$ cat config.mk
export PLATFORM = sky130hd
export DESIGN_NAME = mem_arbiter
export DESIGN_NICKNAME = d
export VERILOG_FILES = /design/src/rtl/mem_arbiter_pkg.sv /design/src/rtl/mem_arbiter_rr_pick2.sv /design/src/rtl/mem_arbiter.sv
export SDC_FILE = /design/constraint.sdc
export NUM_CORES = 1
export LEC_CHECK = 0
export CAP_MARGIN = 10
export CORE_UTILIZATION = 54
export DETAILED_ROUTE_END_ITERATION = 10
export DONT_BUFFER_PORTS = 1
export PLACE_DENSITY_LB_ADDON = 0.1
export SLEW_MARGIN = 20
export SYNTH_ARGS = -nofsm -noshare
export SYNTH_HDL_FRONTEND = slang
export SYNTH_SLANG_ARGS = --single-unit
$ cat constraint.sdc
create_clock -name clk -period 3 [get_ports clk]
set_input_delay 0.3 -clock clk [delete_from_list [all_inputs] [get_ports clk]]
set_output_delay 0.3 -clock clk [all_outputs]
set_load 0.02 [all_outputs]
$ cat src/rtl/mem_arbiter_pkg.sv
// Shared encodings for the two-requester memory arbiter: FSM states,
// requester indices and the read-latency counter helper.
package mem_arbiter_pkg;

    typedef enum logic [1:0] {
        ST_IDLE   = 2'd0,
        ST_ACCESS = 2'd1,
        ST_WAIT   = 2'd2,
        ST_DONE   = 2'd3
    } state_e;

    localparam logic REQ_CORE = 1'b0;
    localparam logic REQ_HOST = 1'b1;

    localparam int LAT_CNT_W = 2;

    // WAIT counts down to zero, so a latency of N loads N-1.
    function automatic logic [LAT_CNT_W-1:0] lat_cnt_init(input int read_latency);
        return LAT_CNT_W'(read_latency - 1);
    endfunction

endpackage

$ cat src/rtl/mem_arbiter_rr_pick2.sv
// Combinational two-way round-robin winner select: on a tie the requester
// that did not own the previous transaction wins.
module rr_pick2 (
    input  logic req0_i,
    input  logic req1_i,
    input  logic last_grant_i,
    output logic valid_o,
    output logic winner_o
);

    assign valid_o  = req0_i | req1_i;
    assign winner_o = (req0_i & req1_i) ? ~last_grant_i : req1_i;

endmodule

$ cat src/rtl/mem_arbiter.sv
// Round-robin arbiter sharing one single-ported memory between the core (0)
// and the loader/debug host (1); one strobe per transaction, registered outputs.
module mem_arbiter
    import mem_arbiter_pkg::*;
#(
    parameter  int MEM_WIDTH    = 32,
    parameter  int MEM_SIZE     = 256,
    parameter  int READ_LATENCY = 1,
    localparam int AW           = $clog2(MEM_SIZE)
) (
    input  logic                 clk,
    input  logic                 reset,
    input  logic                 m0_req,
    input  logic                 m0_we,
    input  logic [AW-1:0]        m0_addr,
    input  logic [MEM_WIDTH-1:0] m0_wdata,
    output logic                 m0_ack,
    output logic [MEM_WIDTH-1:0] m0_rdata,
    input  logic                 m1_req,
    input  logic                 m1_we,
    input  logic [AW-1:0]        m1_addr,
    input  logic [MEM_WIDTH-1:0] m1_wdata,
    output logic                 m1_ack,
    output logic [MEM_WIDTH-1:0] m1_rdata,
    output logic [AW-1:0]        mem_addr,
    output logic                 mem_read_en,
    output logic                 mem_write_en,
    output logic [MEM_WIDTH-1:0] mem_write_val,
    input  logic [MEM_WIDTH-1:0] mem_read_val,
    output logic                 busy,
    output logic                 grant
);

    localparam logic [LAT_CNT_W-1:0] LAT_INIT = lat_cnt_init(READ_LATENCY);

    state_e                 state_q, state_d;
    logic                   last_grant_q, last_grant_d;
    logic                   grant_q, grant_d;
    logic                   we_q, we_d;
    logic [LAT_CNT_W-1:0]   cnt_q, cnt_d;
    logic [AW-1:0]          mem_addr_q, mem_addr_d;
    logic [MEM_WIDTH-1:0]   mem_wval_q, mem_wval_d;
    logic                   mem_re_q, mem_re_d;
    logic                   mem_we_q, mem_we_d;
    logic                   ack0_q, ack0_d;
    logic                   ack1_q, ack1_d;
    logic [MEM_WIDTH-1:0]   rdata0_q, rdata0_d;
    logic [MEM_WIDTH-1:0]   rdata1_q, rdata1_d;
    logic                   busy_q, busy_d;

    logic                   pick_valid;
    logic                   pick_winner;
    logic                   sel_we;
    logic [AW-1:0]          sel_addr;
    logic [MEM_WIDTH-1:0]   sel_wdata;

    rr_pick2 u_pick (
        .req0_i       (m0_req),
        .req1_i       (m1_req),
        .last_grant_i (last_grant_q),
        .valid_o      (pick_valid),
        .winner_o     (pick_winner)
    );

    assign sel_we    = (pick_winner == REQ_HOST) ? m1_we    : m0_we;
    assign sel_addr  = (pick_winner == REQ_HOST) ? m1_addr  : m0_addr;
    assign sel_wdata = (pick_winner == REQ_HOST) ? m1_wdata : m0_wdata;

    always_comb begin
        state_d      = state_q;
        last_grant_d = last_grant_q;
        grant_d      = grant_q;
        we_d         = we_q;
        cnt_d        = cnt_q;
        mem_addr_d   = mem_addr_q;
        mem_wval_d   = mem_wval_q;
        mem_re_d     = 1'b0;
        mem_we_d     = 1'b0;
        ack0_d       = 1'b0;
        ack1_d       = 1'b0;
        rdata0_d     = rdata0_q;
        rdata1_d     = rdata1_q;

        unique case (state_q)
            ST_IDLE: begin
                // Strobes are set here so they are registered during ACCESS.
                if (pick_valid) begin
                    grant_d      = pick_winner;
                    last_grant_d = pick_winner;
                    we_d         = sel_we;
                    mem_addr_d   = sel_addr;
                    mem_wval_d   = sel_wdata;
                    mem_we_d     = sel_we;
                    mem_re_d     = ~sel_we;
                    state_d      = ST_ACCESS;
                end
            end
            ST_ACCESS: begin
                if (we_q) begin
                    ack0_d  = (grant_q == REQ_CORE);
                    ack1_d  = (grant_q == REQ_HOST);
                    state_d = ST_DONE;
                end else begin
                    cnt_d   = LAT_INIT;
                    state_d = ST_WAIT;
                end
            end
            ST_WAIT: begin
                if (cnt_q != '0) begin
                    cnt_d = cnt_q - 1'b1;
                end else begin
                    if (grant_q == REQ_HOST) begin
                        rdata1_d = mem_read_val;
                        ack1_d   = 1'b1;
                    end else begin
                        rdata0_d = mem_read_val;
                        ack0_d   = 1'b1;
                    end
                    state_d = ST_DONE;
                end
            end
            ST_DONE: begin
                state_d = ST_IDLE;
            end
            default: begin
                state_d = ST_IDLE;
            end
        endcase

        busy_d = (state_d != ST_IDLE);
    end

    always_ff @(posedge clk) begin
        if (!reset) begin
            state_q      <= ST_IDLE;
            last_grant_q <= REQ_HOST;
            grant_q      <= REQ_CORE;
            we_q         <= 1'b0;
            cnt_q        <= '0;
            mem_addr_q   <= '0;
            mem_wval_q   <= '0;
            mem_re_q     <= 1'b0;
            mem_we_q     <= 1'b0;
            ack0_q       <= 1'b0;
            ack1_q       <= 1'b0;
            rdata0_q     <= '0;
            rdata1_q     <= '0;
            busy_q       <= 1'b0;
        end else begin
            state_q      <= state_d;
            last_grant_q <= last_grant_d;
            grant_q      <= grant_d;
            we_q         <= we_d;
            cnt_q        <= cnt_d;
            mem_addr_q   <= mem_addr_d;
            mem_wval_q   <= mem_wval_d;
            mem_re_q     <= mem_re_d;
            mem_we_q     <= mem_we_d;
            ack0_q       <= ack0_d;
            ack1_q       <= ack1_d;
            rdata0_q     <= rdata0_d;
            rdata1_q     <= rdata1_d;
            busy_q       <= busy_d;
        end
    end

    assign m0_ack        = ack0_q;
    assign m1_ack        = ack1_q;
    assign m0_rdata      = rdata0_q;
    assign m1_rdata      = rdata1_q;
    assign mem_addr      = mem_addr_q;
    assign mem_read_en   = mem_re_q;
    assign mem_write_en  = mem_we_q;
    assign mem_write_val = mem_wval_q;
    assign busy          = busy_q;
    assign grant         = grant_q;

endmodule

Yosys cells after proc, flatten, opt, wreduce, memory -nomap -nowiden
Cells that the tools add are included.
{"block": "totals", "input_bits": 118, "ram_bits": 0, "regBits": 116, "out_inout_bits": 110, "rom_bits": 0, "latchBits": 0, "word_cells": 54, "memories": 0}
{"block": "classes", "bitwise": 6, "mul": 0, "eq_ne": 5, "div": 0, "n_shift": 0, "n_mux": 19, "reduce_logical": 9, "n_lt_le_gt_ge": 0, "n_addsub": 1}
{"operator": "32-bit 2-to-1 mux", "n": 1}
{"operator": "3-bit AND reduction", "n": 4}
{"operator": "1-bit 2-to-1 mux", "n": 9}
{"operator": "2-bit 2-to-1 mux", "n": 4}
{"operator": "8-bit 2-to-1 mux", "n": 1}
{"operator": "2-bit case mux with 4 select lines", "n": 1}
{"operator": "2-bit nonzero test", "n": 3}
{"operator": "2-bit == test (second input constant)", "n": 2}
{"operator": "2-bit != test (second input constant)", "n": 2}
{"operator": "1-bit NOT", "n": 4}
{"operator": "1-bit case mux with 2 select lines", "n": 2}
{"operator": "2-bit case mux with 2 select lines", "n": 1}
{"operator": "2-bit by 1-bit == test with 1-bit output (second input constant)", "n": 1}
{"operator": "2-bit zero test", "n": 1}
{"operator": "2-bit AND reduction", "n": 1}
{"operator": "2-bit by 1-bit subtractor with 2-bit output (second input constant)", "n": 1}
{"operator": "1-bit bitwise AND", "n": 1}
{"operator": "1-bit OR", "n": 1}

Depth between registers and ports, before layout
{"block": "depth", "depth_word": 4, "mapped_depth": 7, "depth_no_buf": 5}

Modules after synthesis
From an unflattened synthesis, not the netlist that was laid out.
{"block": "hier_totals", "hier_cells": 516, "area_unflattened_um2": 4853.4}
{"module": "mem_arbiter", "seq_area_each_um2": 2322.2, "cells_per_inst": 514, "area_per_inst_um2": 4839.6, "instances": 1}
{"module": "rr_pick2", "seq_area_each_um2": 0.0, "cells_per_inst": 2, "area_per_inst_um2": 13.8, "instances": 1}

Least setup slack after synthesis
Ideal clock, no wire load.
{"block": "synth_timing", "kind": "reg-to-reg", "start": "register state_q[0]", "end": "register mem_addr_q[0], in the netlist mem_addr[0]", "setup_time_ns": 0.122, "period_less_slack_ns": 1.382, "path_buffers": 1, "stages_incl_launch_ff": 7, "t_arrival_ns": 1.260, "slack_ns": 1.618, "required_ns": 2.878, "path_cell_list": "dfxtp_1 -> inv_1 -> ha_1 -> nand2_1 -> buf_2 -> nor3_1 -> a221o_1"}
{"block": "synth_via", "elab_chain_cells": 2}
{"item": "from (decl)", "line": "mem_arbiter.sv:36", "rtl": "state_e state_q, state_d;"}
{"item": "from (signal assigned)", "line": "mem_arbiter.sv:150", "rtl": "state_q <= state_d;"}
{"item": "2-bit zero test", "line": "mem_arbiter.sv:84", "rtl": "unique case (state_q)"}
{"item": "2-bit AND reduction (no source line)"}
{"item": "to (signal assigned)", "line": "mem_arbiter.sv:155", "rtl": "mem_addr_q <= mem_addr_d;"}
{"item": "to (decl)", "line": "mem_arbiter.sv:41", "rtl": "logic [AW-1:0] mem_addr_q, mem_addr_d;"}
Every way passes these cells.
A chain may end at the register's enable or synchronous reset.

Worst setup path in the final report
{"block": "layout_timing", "start": "register state_q[0]", "end": "register mem_wval_q[24], in the netlist mem_write_val[24]"}
{"block": "layout_via", "elab_chain_cells": 2}
{"item": "2-bit zero test", "line": "mem_arbiter.sv:84"}
{"item": "2-bit AND reduction (no source line)"}
{"item": "to (signal assigned)", "line": "mem_arbiter.sv:156", "rtl": "mem_wval_q <= mem_wval_d;"}
{"item": "to (decl)", "line": "mem_arbiter.sv:42", "rtl": "logic [MEM_WIDTH-1:0] mem_wval_q, mem_wval_d;"}
Every way passes these cells.

==> impl_results.md <==
* Outcome: finished, final reports clean
* Most frequent cells after synthesis: nand2_1 (175), dfxtp_1 (116), a21oi_1 (65), nor3_1 (42), a221o_1 (40)
* Startpoint types: register
* WP buf/inv at 2
* Rel. slew slack at 0.5583
* FF+latch area at 2322 sq um
* Crit end category: register
* Multi-input logic area at 1839 sq um
* Pwr Density at 978.4 nW/um^2
* Initial DRT Pass Iterations at 4
* Synth Flop Type: dfxtp_1
* CTS H-Tree Depth at 4
* CTS sink cnt at 116
* WL/cell at 17.15 um
* Fillers at 573
* Synthesized cell area at 4442 sq um
* Num ports at 228
* Dpl ws at 1089 ps
* Detailed Route WL at approximately 12 mm
* FF-to-FF Start: state_q[0]
* Worst vdd ir at 0.5185 mV
* Gr usage total at 0.2744
* Worst hold start: m0_req
* Die X at 92.70 um
* Seq pwr share at 0.442
* Number of global-route vias before repair at 3706
* Yosys warns at 0
* Ant diodes at 0
* Clk pwr share at 0.364
* TritonCTS buffer count at 17
* Nets at 698
* Core area at 7848 sq um
* Setup violations, final at 0
* Worst reg-to-reg path cell count at 6
* Asr flop ratio synth at 0
* Final min period at 1932 ps
* WS Path Type: register to register
* Vias per cell at approximately 5.7
* Post-synthesis register bit count at 116
* Total number of vias at 3944
* CP peak stage delay at 390 ps
* RSZ-0062 raised after global routing: no
* Syn_nets at 641
* Critical Path RT at 3390 ps
* Worst Hold Class: input port to register
* Cells along the critical path: inv_1 -> ha_1 -> nand2_1 -> buf_4 -> nor3_1 -> a221o_1
* Sequential cell area fraction in the yosys report at 0.5228
* Worst-skew pair later-pin latency at approximately 500 ps
* Crit-path leading delay family: simple AND/OR/NAND/NOR gates
* Yosys top cell area share at 0.5228
* Post-synth EDFFs at 0
* Cell with the most instances after synthesis: nand2_1
* Initial antenna violation count at 0
* Root buf cell: clkbuf_8
* Residual DRC at 0
* Worst path slowest cell: buf_4
* Critical Path AT at 2320 ps
* Antenna-violating nets left at 0
* Actual slew at the worst max-slew pin at 662.5 ps
* Switching Power at roughly 1.9 mW
* Hold-critical path endpoint: we_q
* Synth cell types at 32
* Starting DRT DRC Count at 151
* Fmax at 517.7 MHz
* Clk pin slew, worst setup/hold paths at 60 ps
* Hold Crit Depth at 2
* Die height at 92.70 um
* Syn-to-layout area delta at 28.65%
* R2r setup slk at 1070 ps
* TritonCTS clock tree: done
* Inst Count DP at 586
* Row count at 32
* Grt total ovfl at 0
* Leakage at 2.119 nW
* Hpwl dp at 6.997 mm
* Global placement routability congestion at 0.7723
* MaxCap Viol Count at 0
* First-pass GRT wire length at between 15 and 20 mm
* Setup Skew at 11.10 ps
* Combinational Power Share at 0.193
* Crit Path Max Fanout at 30
* Pint at 3.655 mW
* Sw Ratio at 0.3463
* Final Hold Fails at 0
* Synth Instances at a little over 500
* Fin cells at 691
* Syn avg cell area at 8.558 sq um
* Layout cells sized above 1 at 0.07640
* Post-synth top area cell: dfxtp_1
* Port bufs at 0
* Final worst setup slack at roughly 1100 ps
* Clock tree buffer depth at 2
* Initial Util at 0.5660
* Largest net degree at the start of global routing at 67
* Slew Viols, Final at 0
* Setup TNS at 0 ps
* R2r endpoint: mem_write_val[24]
* Largest cells by area after synthesis: dfxtp_1 (52%), nand2_1 (15%), a221o_1 (9.0%), a21oi_1 (7.3%), nor3_1 (4.7%)
* Tcrit/Tclk final at 0.6439
* Die area at 8592 sq um
* Post-Route Utilization at 0.7282
## worst reg2reg max path, cell delays in order, from the launching register on
cell	delay (ps)
dfxtp_1	350
inv_1	70
ha_1	260
nand2_1	370
buf_4	390
nor3_1	120
a221o_1	270
## layer usage
metal | global-route usage | part of all wire | wire [um] | up-vias
met3 | 0.09278 | 0.087 | 1034 | 23
met4 | 0.1218 | 0.023 | 273 | 0
met5 | 0 | 0 | 0 | -
li1 | - | - | - | 1905
met2 | 0.4716 | 0.50 | 5964 | 198
met1 | 0.3075 | 0.39 | 4579 | 1818
## metrics by stage
| step | hold WS [ps] | instance area, sq um | power [mW] |
|---|---|---|---|
| after floorplan | 436.0 | 4442 | 3.305 |
| after global placement | 395.5 | 4379 | 3.460 |
| after detailed placement | 398.2 | 4379 | 3.485 |
| after CTS | 17.93 | 5714 | 5.616 |
| after global routing | 35.20 | 5714 | 5.886 |
| final | 44.22 | 5714 | 5.591 |
## flip-flops by register name, summed over array words and instances, names as in the netlist
| register | count |
|---|---|
| busy | 1 |
| cnt_q | 2 |
| grant | 1 |
| last_grant_q | 1 |
| m0_ack | 1 |
| m0_rdata | 32 |
| m1_ack | 1 |
| m1_rdata | 32 |
| mem_addr | 8 |
| mem_read_en | 1 |
| mem_write_en | 1 |
| mem_write_val | 32 |
| state_q | 2 |
| we_q | 1 |
## cell type report
type	count	share of cell area
clock buffer	18	0.07313
clock inverter	14	0.03263
inverter	6	0.003941
multi-input combinational	353	0.3219
sequential	116	0.4064
tap	102	0.02233
timing repair buffer	82	0.1397
## worst max path at each step
stage                           from                end  slack, ps  cells after the start
after floorplan           state_q[0]        mem_addr[0]       1620                      6
after global placement    state_q[0]        mem_addr[2]       1150                      6
after detailed placement  state_q[0]  mem_write_val[23]       1090                      6
after CTS                 state_q[0]        mem_addr[7]       1080                      6
after global routing      state_q[0]  mem_write_val[14]        920                      6
final                     state_q[0]  mem_write_val[24]       1070                      6
## cells by family after synthesis
logic type | share of synthesized area
DFF | 0.5228
and+or+nand+nor | 0.2158
muxes | 0.002254
adders and majority gates | 0.01127
AOI/OAI and AO/OA | 0.1842
buffers and inverters | 0.06366
## timing repair
item                      in CTS  in global routing
buffers inserted               0                  0
hold buffers                  73                  0
hold endpoints to repair     115                  0
gates resized for setup        0                  0
## cell usage in the layout (no fill, tap or decap), types with 2 or more instances in the layout
cell           Yosys  final
a21oi_1           65     65
a221o_1           40     40
and2_1             2      2
and3_1             2      2
buf_4             12      9
bufinv_16          0      4
clkbuf_16          0     16
clkinv_2           0      5
clkinv_4           0      3
clkinvlp_4         0      2
dfxtp_1          116    116
dlygate4sd3_1      0     73
ha_1               4      4
inv_1              5      5
nand2_1          175    175
nor3_1            42     42
o211ai_1           2      2
o21a_1             2      2
o21ai_0            3      3
## power groups by stage
stage          clock network, mW  registers (mW)  logic [mW]
2_1_floorplan                  0            2.42       0.885
5_1_grt                     2.16            2.51        1.22
3_3_place_gp                   0            2.50       0.959
3_5_place_dp                   0            2.50       0.985
4_1_cts                     2.07            2.47        1.07
6_report                    2.04            2.47        1.08
Power figures use the tool's default switching activity.
